===== src/rtl/fetch_seq_ctrl_if.sv =====
// Purpose: bundles the control, BRAM read and output stream signals of the
//          fetch sequencer into one interface.
// Modports:
//   master - the sequencer: drives busy/fetch_done, the BRAM read port
//            (bram_en/bram_addr) and the output stream (m_valid/m_data/m_last);
//            receives the start controls, bram_dout and m_ready.
//   slave  - the environment: the mirror image of master.
interface fetch_seq_ctrl_if #(
  parameter int DATA_WIDTH    = 256,
  parameter int BUF_SEL_WIDTH = 2,
  parameter int REGION_WORDS  = 512,
  parameter int ADDR_WIDTH    = 11,
  parameter int LEN_WIDTH     = 10
);
  localparam int OFF_WIDTH = $clog2(REGION_WORDS);

  // Fetch control
  logic                     start_fetch;
  logic [BUF_SEL_WIDTH-1:0] buf_sel;
  logic [OFF_WIDTH-1:0]     start_offset;
  logic [LEN_WIDTH-1:0]     fetch_len;
  logic                     continue_fetch;
  logic                     clear_ptrs;
  logic                     busy;
  logic                     fetch_done;

  // BRAM read port
  logic                     bram_en;
  logic [ADDR_WIDTH-1:0]    bram_addr;
  logic [DATA_WIDTH-1:0]    bram_dout;

  // Output stream
  logic                     m_valid;
  logic [DATA_WIDTH-1:0]    m_data;
  logic                     m_last;
  logic                     m_ready;

  modport master (
    input  start_fetch, buf_sel, start_offset, fetch_len, continue_fetch,
           clear_ptrs, bram_dout, m_ready,
    output busy, fetch_done, bram_en, bram_addr, m_valid, m_data, m_last
  );

  modport slave (
    output start_fetch, buf_sel, start_offset, fetch_len, continue_fetch,
           clear_ptrs, bram_dout, m_ready,
    input  busy, fetch_done, bram_en, bram_addr, m_valid, m_data, m_last
  );
endinterface


===== src/rtl/fetch_seq_ctrl.sv =====
// Purpose: read-side fetch sequencer for a wide BRAM split into NUM_BUFFERS
//          equal regions. Issues region-relative read addresses (wrapping
//          inside the selected region), absorbs the BRAM read latency with a
//          credit-controlled skid FIFO and delivers the words on a valid/ready
//          stream. Each region keeps a resume pointer for continued fetches.
// Ports:
//   clk  - clock
//   rst  - asynchronous reset, active-high
//   bus  - fetch_seq_ctrl_if.master: start_fetch/buf_sel/start_offset/
//          fetch_len/continue_fetch/clear_ptrs in, busy/fetch_done out,
//          bram_en/bram_addr out, bram_dout in, m_valid/m_data/m_last out,
//          m_ready in.
module fetch_seq_ctrl #(
  parameter int DATA_WIDTH    = 256,
  parameter int NUM_BUFFERS   = 4,
  parameter int BUF_SEL_WIDTH = 2,
  parameter int REGION_WORDS  = 512,
  parameter int ADDR_WIDTH    = 11,
  parameter int LEN_WIDTH     = 10,
  parameter int BRAM_LATENCY  = 1,
  parameter int FIFO_DEPTH    = 4
) (
  input  logic             clk,
  input  logic             rst,
  fetch_seq_ctrl_if.master bus
);

  localparam int OFF_W  = $clog2(REGION_WORDS);
  localparam int CNT_W  = $clog2(FIFO_DEPTH + 1);
  localparam int FPTR_W = (FIFO_DEPTH > 1) ? $clog2(FIFO_DEPTH) : 1;

  typedef enum logic [1:0] {
    S_IDLE  = 2'd0,
    S_ISSUE = 2'd1,
    S_DRAIN = 2'd2,
    S_DONE  = 2'd3
  } state_t;

  state_t                   r_state;
  state_t                   w_state_nxt;

  logic [BUF_SEL_WIDTH-1:0] r_buf;
  logic [OFF_W-1:0]         r_ptr;
  logic [LEN_WIDTH-1:0]     r_remain;
  logic                     r_len_nz;
  logic [OFF_W-1:0]         r_saved [NUM_BUFFERS];

  // Read pipeline: one valid/last pair per cycle of BRAM latency
  logic [BRAM_LATENCY-1:0]  r_vld_p;
  logic [BRAM_LATENCY-1:0]  r_last_p;
  logic [CNT_W-1:0]         r_inflight;

  // Skid FIFO
  logic [DATA_WIDTH-1:0]    r_mem_data [FIFO_DEPTH];
  logic                     r_mem_last [FIFO_DEPTH];
  logic [FPTR_W-1:0]        r_wr;
  logic [FPTR_W-1:0]        r_rd;
  logic [CNT_W-1:0]         r_fcnt;

  logic                     w_busy;
  logic                     w_done;
  logic                     w_bram_en;
  logic                     w_credit_ok;
  logic [CNT_W:0]           w_credit_sum;
  logic                     w_push;
  logic                     w_pop;
  logic                     w_idle_start;
  logic                     w_clear;
  logic [OFF_W-1:0]         w_start_ptr;

  function automatic logic [FPTR_W-1:0] fptr_inc(input logic [FPTR_W-1:0] p);
    return (p == FPTR_W'(FIFO_DEPTH - 1)) ? '0 : p + FPTR_W'(1);
  endfunction

  // Words already committed (in flight or buffered) bound new issues so the
  // FIFO can always absorb every returning read.
  assign w_credit_sum = {1'b0, r_fcnt} + {1'b0, r_inflight};
  assign w_credit_ok  = (w_credit_sum < (CNT_W + 1)'(FIFO_DEPTH));

  assign w_push       = r_vld_p[BRAM_LATENCY-1];
  assign w_pop        = (r_fcnt != '0) && bus.m_ready;
  assign w_idle_start = (r_state == S_IDLE) && bus.start_fetch;

  // Pointer clear is accepted whenever the sequencer is not busy.
  assign w_clear      = bus.clear_ptrs &&
                        ((r_state == S_IDLE) || (r_state == S_DONE));

  // A clear in the same cycle as a continued start resumes from zero.
  assign w_start_ptr  = !bus.continue_fetch ? bus.start_offset :
                        (w_clear ? '0 : r_saved[bus.buf_sel]);

  always_comb begin
    w_state_nxt = r_state;
    w_busy      = 1'b0;
    w_done      = 1'b0;
    w_bram_en   = 1'b0;
    case (r_state)
      S_IDLE: begin
        // Zero-length fetches pass through DRAIN so completion still takes
        // two cycles and the stream machinery is never touched.
        if (bus.start_fetch)
          w_state_nxt = (bus.fetch_len == '0) ? S_DRAIN : S_ISSUE;
      end
      S_ISSUE: begin
        w_busy    = 1'b1;
        w_bram_en = w_credit_ok;
        if (w_credit_ok && (r_remain == LEN_WIDTH'(1)))
          w_state_nxt = S_DRAIN;
      end
      S_DRAIN: begin
        w_busy = 1'b1;
        // Finish in the cycle the final word is accepted, so fetch_done
        // follows the last handshake by exactly one cycle.
        if ((r_inflight == '0) &&
            ((r_fcnt == '0) || ((r_fcnt == CNT_W'(1)) && w_pop)))
          w_state_nxt = S_DONE;
      end
      S_DONE: begin
        w_done      = 1'b1;
        w_state_nxt = S_IDLE;
      end
      default: w_state_nxt = S_IDLE;
    endcase
  end

  // ---- Stage p0: issue / control registers ----
  always_ff @(posedge clk or posedge rst) begin
    if (rst) begin
      r_state    <= S_IDLE;
      r_buf      <= '0;
      r_ptr      <= '0;
      r_remain   <= '0;
      r_len_nz   <= 1'b0;
      r_vld_p    <= '0;
      r_inflight <= '0;
      r_fcnt     <= '0;
      r_wr       <= '0;
      r_rd       <= '0;
      for (int b = 0; b < NUM_BUFFERS; b++) r_saved[b] <= '0;
    end else begin
      r_state <= w_state_nxt;

      if (w_idle_start) begin
        r_buf    <= bus.buf_sel;
        r_ptr    <= w_start_ptr;
        r_remain <= bus.fetch_len;
        r_len_nz <= (bus.fetch_len != '0);
      end else if (w_bram_en) begin
        // Pointer width equals the region size, so it wraps in-region.
        r_ptr    <= r_ptr + OFF_W'(1);
        r_remain <= r_remain - LEN_WIDTH'(1);
      end

      r_vld_p[0] <= w_bram_en;
      for (int i = 1; i < BRAM_LATENCY; i++) r_vld_p[i] <= r_vld_p[i-1];

      r_inflight <= r_inflight + CNT_W'(w_bram_en) - CNT_W'(w_push);
      r_fcnt     <= r_fcnt + CNT_W'(w_push) - CNT_W'(w_pop);
      if (w_push) r_wr <= fptr_inc(r_wr);
      if (w_pop)  r_rd <= fptr_inc(r_rd);

      if (w_clear) begin
        for (int b = 0; b < NUM_BUFFERS; b++) r_saved[b] <= '0;
      end else if ((r_state == S_DONE) && r_len_nz) begin
        r_saved[r_buf] <= r_ptr;
      end
    end
  end

  // ---- Stage p1..pN: read return path into the skid FIFO ----
  always_ff @(posedge clk) begin
    r_last_p[0] <= (r_remain == LEN_WIDTH'(1));
    for (int i = 1; i < BRAM_LATENCY; i++) r_last_p[i] <= r_last_p[i-1];
    if (w_push) begin
      r_mem_data[r_wr] <= bus.bram_dout;
      r_mem_last[r_wr] <= r_last_p[BRAM_LATENCY-1];
    end
  end

  // ---- Output stage ----
  assign bus.busy       = w_busy;
  assign bus.fetch_done = w_done;
  assign bus.bram_en    = w_bram_en;
  assign bus.bram_addr  = ADDR_WIDTH'({r_buf, r_ptr});
  assign bus.m_valid    = (r_fcnt != '0);
  assign bus.m_data     = r_mem_data[r_rd];
  assign bus.m_last     = (r_fcnt != '0) && r_mem_last[r_rd];

endmodule

===== src/flat_wrapper.sv =====
// flat-port wrapper written by rule: the top's interface ports become plain ports
module fetch_seq_ctrl_flat 
#(
  parameter int DATA_WIDTH    = 256,
  parameter int NUM_BUFFERS   = 4,
  parameter int BUF_SEL_WIDTH = 2,
  parameter int REGION_WORDS  = 512,
  parameter int ADDR_WIDTH    = 11,
  parameter int LEN_WIDTH     = 10,
  parameter int BRAM_LATENCY  = 1,
  parameter int FIFO_DEPTH    = 4
)
  (clk, rst, bus_start_fetch, bus_buf_sel, bus_start_offset, bus_fetch_len, bus_continue_fetch, bus_clear_ptrs, bus_bram_dout, bus_m_ready, bus_busy, bus_fetch_done, bus_bram_en, bus_bram_addr, bus_m_valid, bus_m_data, bus_m_last);
  fetch_seq_ctrl_if #(.DATA_WIDTH(DATA_WIDTH), .BUF_SEL_WIDTH(BUF_SEL_WIDTH), .REGION_WORDS(REGION_WORDS), .ADDR_WIDTH(ADDR_WIDTH), .LEN_WIDTH(LEN_WIDTH)) bus_i ();
  input  logic clk;
  input  logic rst;
  input wire logic [$bits(bus_i.start_fetch)-1:0] bus_start_fetch;
  input wire logic [$bits(bus_i.buf_sel)-1:0] bus_buf_sel;
  input wire logic [$bits(bus_i.start_offset)-1:0] bus_start_offset;
  input wire logic [$bits(bus_i.fetch_len)-1:0] bus_fetch_len;
  input wire logic [$bits(bus_i.continue_fetch)-1:0] bus_continue_fetch;
  input wire logic [$bits(bus_i.clear_ptrs)-1:0] bus_clear_ptrs;
  input wire logic [$bits(bus_i.bram_dout)-1:0] bus_bram_dout;
  input wire logic [$bits(bus_i.m_ready)-1:0] bus_m_ready;
  output wire logic [$bits(bus_i.busy)-1:0] bus_busy;
  output wire logic [$bits(bus_i.fetch_done)-1:0] bus_fetch_done;
  output wire logic [$bits(bus_i.bram_en)-1:0] bus_bram_en;
  output wire logic [$bits(bus_i.bram_addr)-1:0] bus_bram_addr;
  output wire logic [$bits(bus_i.m_valid)-1:0] bus_m_valid;
  output wire logic [$bits(bus_i.m_data)-1:0] bus_m_data;
  output wire logic [$bits(bus_i.m_last)-1:0] bus_m_last;
  assign bus_i.start_fetch = bus_start_fetch;
  assign bus_i.buf_sel = bus_buf_sel;
  assign bus_i.start_offset = bus_start_offset;
  assign bus_i.fetch_len = bus_fetch_len;
  assign bus_i.continue_fetch = bus_continue_fetch;
  assign bus_i.clear_ptrs = bus_clear_ptrs;
  assign bus_i.bram_dout = bus_bram_dout;
  assign bus_i.m_ready = bus_m_ready;
  assign bus_busy = bus_i.busy;
  assign bus_fetch_done = bus_i.fetch_done;
  assign bus_bram_en = bus_i.bram_en;
  assign bus_bram_addr = bus_i.bram_addr;
  assign bus_m_valid = bus_i.m_valid;
  assign bus_m_data = bus_i.m_data;
  assign bus_m_last = bus_i.m_last;
  fetch_seq_ctrl #(.DATA_WIDTH(DATA_WIDTH), .NUM_BUFFERS(NUM_BUFFERS), .BUF_SEL_WIDTH(BUF_SEL_WIDTH), .REGION_WORDS(REGION_WORDS), .ADDR_WIDTH(ADDR_WIDTH), .LEN_WIDTH(LEN_WIDTH), .BRAM_LATENCY(BRAM_LATENCY), .FIFO_DEPTH(FIFO_DEPTH)) u_core (.clk(clk), .rst(rst), .bus(bus_i));
endmodule

===== config.mk =====
export PLATFORM = sky130hd
export DESIGN_NAME = fetch_seq_ctrl_flat
export DESIGN_NICKNAME = d
export VERILOG_FILES = /design/src/rtl/fetch_seq_ctrl_if.sv /design/src/rtl/fetch_seq_ctrl.sv /design/src/flat_wrapper.sv
export SDC_FILE = /design/constraint.sdc
export NUM_CORES = 1
export LEC_CHECK = 0
export CORE_UTILIZATION = 59
export CTS_CLUSTER_SIZE = 14
export DETAILED_ROUTE_END_ITERATION = 6
export PLACE_DENSITY_LB_ADDON = 0.08
export SYNTH_ARGS = -nofsm -noshare
export SYNTH_HDL_FRONTEND = slang
export SYNTH_SLANG_ARGS = --single-unit
export TNS_END_PERCENT = 30

===== constraint.sdc =====
create_clock -name clk -period 13.45 [get_ports clk]
set_clock_uncertainty 0.2 [all_clocks]
set_input_delay 2.69 -clock clk [delete_from_list [all_inputs] [get_ports clk]]
set_output_delay 2.69 -clock clk [all_outputs]
set_load 0.05 [all_outputs]

Word level (Yosys, flattened, before mapping):

Memory sizes are Yosys's and may differ from the RTL's.
Cells that the tools add are included.

* register bits after elaboration: 72
* bits in writable memories: 1028
* output and inout port bits: 272
* memories: 2

* add/sub/neg operators: 9
* $lt $le $gt $ge: 4
* equal/unequal tests: 10
* multiplexer cells: 26
* bitwise operators: 2
* reduce and logical (&&, ||, !) cells: 21

Memory list
* u_core.r_mem_data: words 4, width 256, read ports 1, clocked after memory_dff 0, write ports 1, line fetch_seq_ctrl.sv:54 `logic [DATA_WIDTH-1:0] r_mem_data [FIFO_DEPTH];`
* u_core.r_mem_last: words 4, width 1, read ports 1, clocked after memory_dff 0, write ports 1, line fetch_seq_ctrl.sv:55 `logic r_mem_last [FIFO_DEPTH];`

Operators with widths (count)
* $mux 36: 2
* $mux 9: 7
* $bwmux 36: 1
* $mux 10: 2
* $bmux 9 s2: 1
* $demux 9 s2: 1
* $mux 2: 6
* $eq 10x1->1 const B: 1
* $logic_not 10->1: 1
* $reduce_bool 10->1: 1
* $sub 10x1->10 const B: 1
* $add 9x1->9 const B: 1
* $logic_and 1x1->1: 9
* $eq 2x2->1 const B: 4
* $pmux 2 s4: 1
* $add 3x1->3: 2
* $ge 3x3->1 const B: 2
* $logic_not 3->1: 2
* $not 2->3: 2
* $sub 3x1->3: 2
* $mux 1: 5
* $add 2x1->2 const B: 2
* $add 3x3->4: 1
* $lt 4x3->1 const B: 1
* other kinds (11): 14

Longest topological paths before layout:

* depth in word-level cells: 8
* mapped depth: 12
* depth with buffers taken out: 11

Least setup slack after synthesis:

OpenSTA, ideal clock, no wires.

* path type: flip-flop to flip-flop
* start: register u_core.r_wr[0]
* end: memory u_core.r_mem_data[0][0] (enable)
* setup time: 0.649 ns
* arrival time: 6.444 ns
* slack: 6.157 ns
* cell stages (with the launch flop): 4
* clock period less this slack: 7.293 ns
* cells stage by stage: dfrtp_1 > inv_1 > ha_1 > and2_1

RTL lines
* from (decl): line fetch_seq_ctrl.sv:56 `logic [FPTR_W-1:0] r_wr;`
* from (signal assigned): line fetch_seq_ctrl.sv:159 `if (w_push) r_wr <= fptr_inc(r_wr);`
* to (decl): line fetch_seq_ctrl.sv:54

Straight into the memory's write port.

Worst setup path after layout:

* start: register u_core.r_rd[1]
* end: output port bus_m_data[14]

* longest elaborated chain between the ends: 1

RTL lines
* from (decl): line fetch_seq_ctrl.sv:57 `logic [FPTR_W-1:0] r_rd;`
* from (signal assigned): line fetch_seq_ctrl.sv:160 `if (w_pop) r_rd <= fptr_inc(r_rd);`
* $mem_v2 4x256
* to (decl): line flat_wrapper.sv:30 `output wire logic [$bits(bus_i.m_data)-1:0] bus_m_data;`

No other way between the ends.

==> impl_metrics.json <==
{
  "cts_buffers": 107,
  "ff2ff_path_depth": 4,
  "slew_headroom": 0.175,
  "cts_resized": 0,
  "grtUsageMet2": 0.412,
  "clk_latency_ns": 0.67,
  "synth_nets": 2037,
  "yosysMostFrequentCell": "edfxtp_1",
  "grt_busiest_layer": "met2",
  "synth_edf_count": 1028,
  "yosysTopAreaCell": "edfxtp_1",
  "drc": 0,
  "initial_core_util": 0.601,
  "core_area_mm2": 0.0678,
  "finalHoldViolCount": 0,
  "path_cells": "buf_4 -> buf_4 -> mux4_2 -> clkdlybuf4s50_1",
  "cts_hold_buffers": 0,
  "track_usage": 0.254,
  "grt_max_degree": 130,
  "grt_pass1_wl_um": 130000,
  "crit_path_max_fanout": 71,
  "clk_path_buf_depth": 3,
  "hpwl_um": 54300,
  "endpoint_kind": "output pin",
  "cts_root_buf": "clkbuf_16",
  "cts.sinks": 1100,
  "synthFlopType": "edfxtp_1",
  "post_cts_buffers": 0,
  "synth_top_cell_area_share": 0.758,
  "postLayoutCellArea_mm2": 0.0509,
  "grtUsageMet3": 0.0874,
  "clk_pin_slew_ns": 0.06,
  "power_uw": 12400,
  "syn_inst": 1733,
  "dr.pass1.iters": 5,
  "ys_async_sr_fraction": 0.0645,
  "syn_area_per_cell_um2": 23.5,
  "tightest_slew_ns": 1.23,
  "arrival_ns": 4.82,
  "tritoncts": "yes",
  "detail_route.iter0.violations": 1491,
  "io_buffers": 554,
  "status": "finished clean",
  "setup_viol": 0,
  "htree_levels": 3,
  "postLayoutCoreUtil": 0.751,
  "path_class": "reg -> out",
  "cp.required_ns": 10.56,
  "grt_pass1_vias": 20600,
  "syn_area_mm2": 0.0407,
  "routed_wirelength_um": 88200,
  "met1_usage": 0.316,
  "hold_class": "reg -> reg",
  "fmax_ghz": 0.130,
  "ys_seq_elements": 1100,
  "path_delay_family": "buffers and inverters",
  "leakage_uw": 0.0166,
  "wl_per_cell_um": 26.5,
  "row_count": 95,
  "fin_crit_sh": 0.573,
  "viasPerCell": 5.92,
  "area_growth_pct": 24.9,
  "gp_congestion": 0.801,
  "dp.cells": 3104,
  "start_kind": "flip-flop",
  "p_per_area_mw_per_mm2": 244,
  "stdcell_count": 3322,
  "netlist_top_cells_area": "edfxtp_1, mux4_2, dfrtp_1",
  "ys_warn_count": 0,
  "hold_depth": 0,
  "max_cap_viol_count": 0,
  "ys_seq_area_frac": 0.802,
  "path_buf_inv": 3,
  "crit_top_cell": "buf_4",
  "rsz0062_at_grt": "false",
  "tns_ns": 0,
  "fin_crit_ns": 7.71,
  "dpl_cell_area_mm2": 0.0473,
  "drv_slew": 0,
  "synthTopCellsByCount": "edfxtp_1, mux4_2, nand2_1",
  "fin_nets": 2644,
  "overflow": 0,
  "vdd_drop_max_mv": 0.200,
  "vias": 19700,
  "antenna_found_initial": 34,
  "die-area_mm2": 0.0701,
  "slowest_delay_ns": 1.12,
  "die_h_um": 265,
  "dieWidth_um": 265,
  "ant_nets": 0,
  "io_pins": 555,
  "yosysUniqueCellTypes": 46,
  "crit_slowest_cell": "dfrtp_4",
  "drive_gt1_frac": 0.193,
  "cp_num_cells": 4
}
-- placed cells by master (no fill, tap or decap), types with 4 or more instances in the layout --
cell type,netlist,layout
nor2_1,16,16
clkbuf_8,0,4
o21ai_0,7,7
mux4_2,266,266
diode_2,0,15
a21oi_1,49,49
clkinv_2,0,25
inv_1,17,16
nand4_1,9,9
nand3_1,8,8
xor2_1,11,11
nand2_1,80,80
clkinvlp_4,0,5
a221oi_1,9,9
nor3_1,4,4
buf_4,2,19
a31oi_1,7,7
bufinv_16,0,13
clkbuf_1,39,15
ha_1,19,19
and2_4,0,4
dfrtp_1,71,69
xnor2_1,4,4
edfxtp_1,1028,1028
clkdlybuf4s50_1,0,554
clkbuf_16,0,108
or3_1,8,8
clkinv_1,1,26
-- power breakdown --
group	switching (uW)	internal [uW]
Combinational	3100	1760
Sequential	240	4320
Clock	1260	1750
Total	4600	7820
-- sequential cells by signal, indices dropped and copies added, names as in the netlist --
signal,count
u_core.r_last_p,1
u_core.r_buf,2
u_core.r_inflight,3
u_core.r_mem_last,4
u_core.r_ptr,9
u_core.r_vld_p,1
u_core.r_saved,36
u_core.r_state,2
u_core.r_remain,10
u_core.r_rd,2
u_core.r_fcnt,3
u_core.r_mem_data,1024
u_core.r_wr,2
u_core.r_len_nz,1
-- worst register-to-register path: cells and delay by family, from the launching register on --
| family | cells | cell delay, ns |
|---|---|---|
| buf+inv | 2 | 1.87 |
| simple gates | 1 | 0.54 |
| flops | 1 | 0.41 |
| fa+ha+maj | 1 | 0.20 |
-- routing by layer --
metal  routed length [um]  up-vias
li1                     -     8502
met1                32900    10200
met2                44600      688
met3                 7420      184
met4                 2960       42
met5                  271        -
-- final timing paths --
kind | startpoint | end | slack [ns]
max in group asynchronous | rst | u_core.r_rd[0] | 9.81
worst max register to register | u_core.r_wr[0] | u_core.r_mem_data[3][49] | 9.83
min in group asynchronous | rst | u_core.r_remain[8] | 2.46
worst min register to register | u_core.r_last_p | u_core.r_mem_last[1] | 0.30
worst max-delay path | u_core.r_rd[1] | bus_m_data[14] | 5.74
worst min-delay path | u_core.r_last_p | u_core.r_mem_last[1] | 0.30
-- logic make-up (layout without fill, tap and decap cells) --
group	after synthesis	after routing	synth area share
AOI/OAI and AO/OA	75	75	0.0105
DFF	1100	1100	0.802
xor gates and xnor gates	15	15	0.00322
other	0	15	0
and+or+nand+nor	153	153	0.0186
muxes	273	273	0.149
adders and majority gates	21	21	0.00682
buffers and inverters	96	797	0.00998
-- cell type report --
cell class	instances	area [um2]
inverters	18	67.6
clock inverters	76	782
flip-flops and latches	1100	32700
clock buffers	127	2810
well taps	873	1090
multi-input cells	537	7680
diodes	15	37.5
fillers	3719	16900
repair buffers	576	5750
-- stage by stage --
step	worst slack [ns]	hold slack [ns]
floorplan	6.16	0.238
global placement	6.40	0.252
detailed placement	6.42	0.283
CTS	5.70	0.298
global route	5.56	0.312
finish	5.74	0.296
No activity file was read; power rests on OpenSTA's default activity.
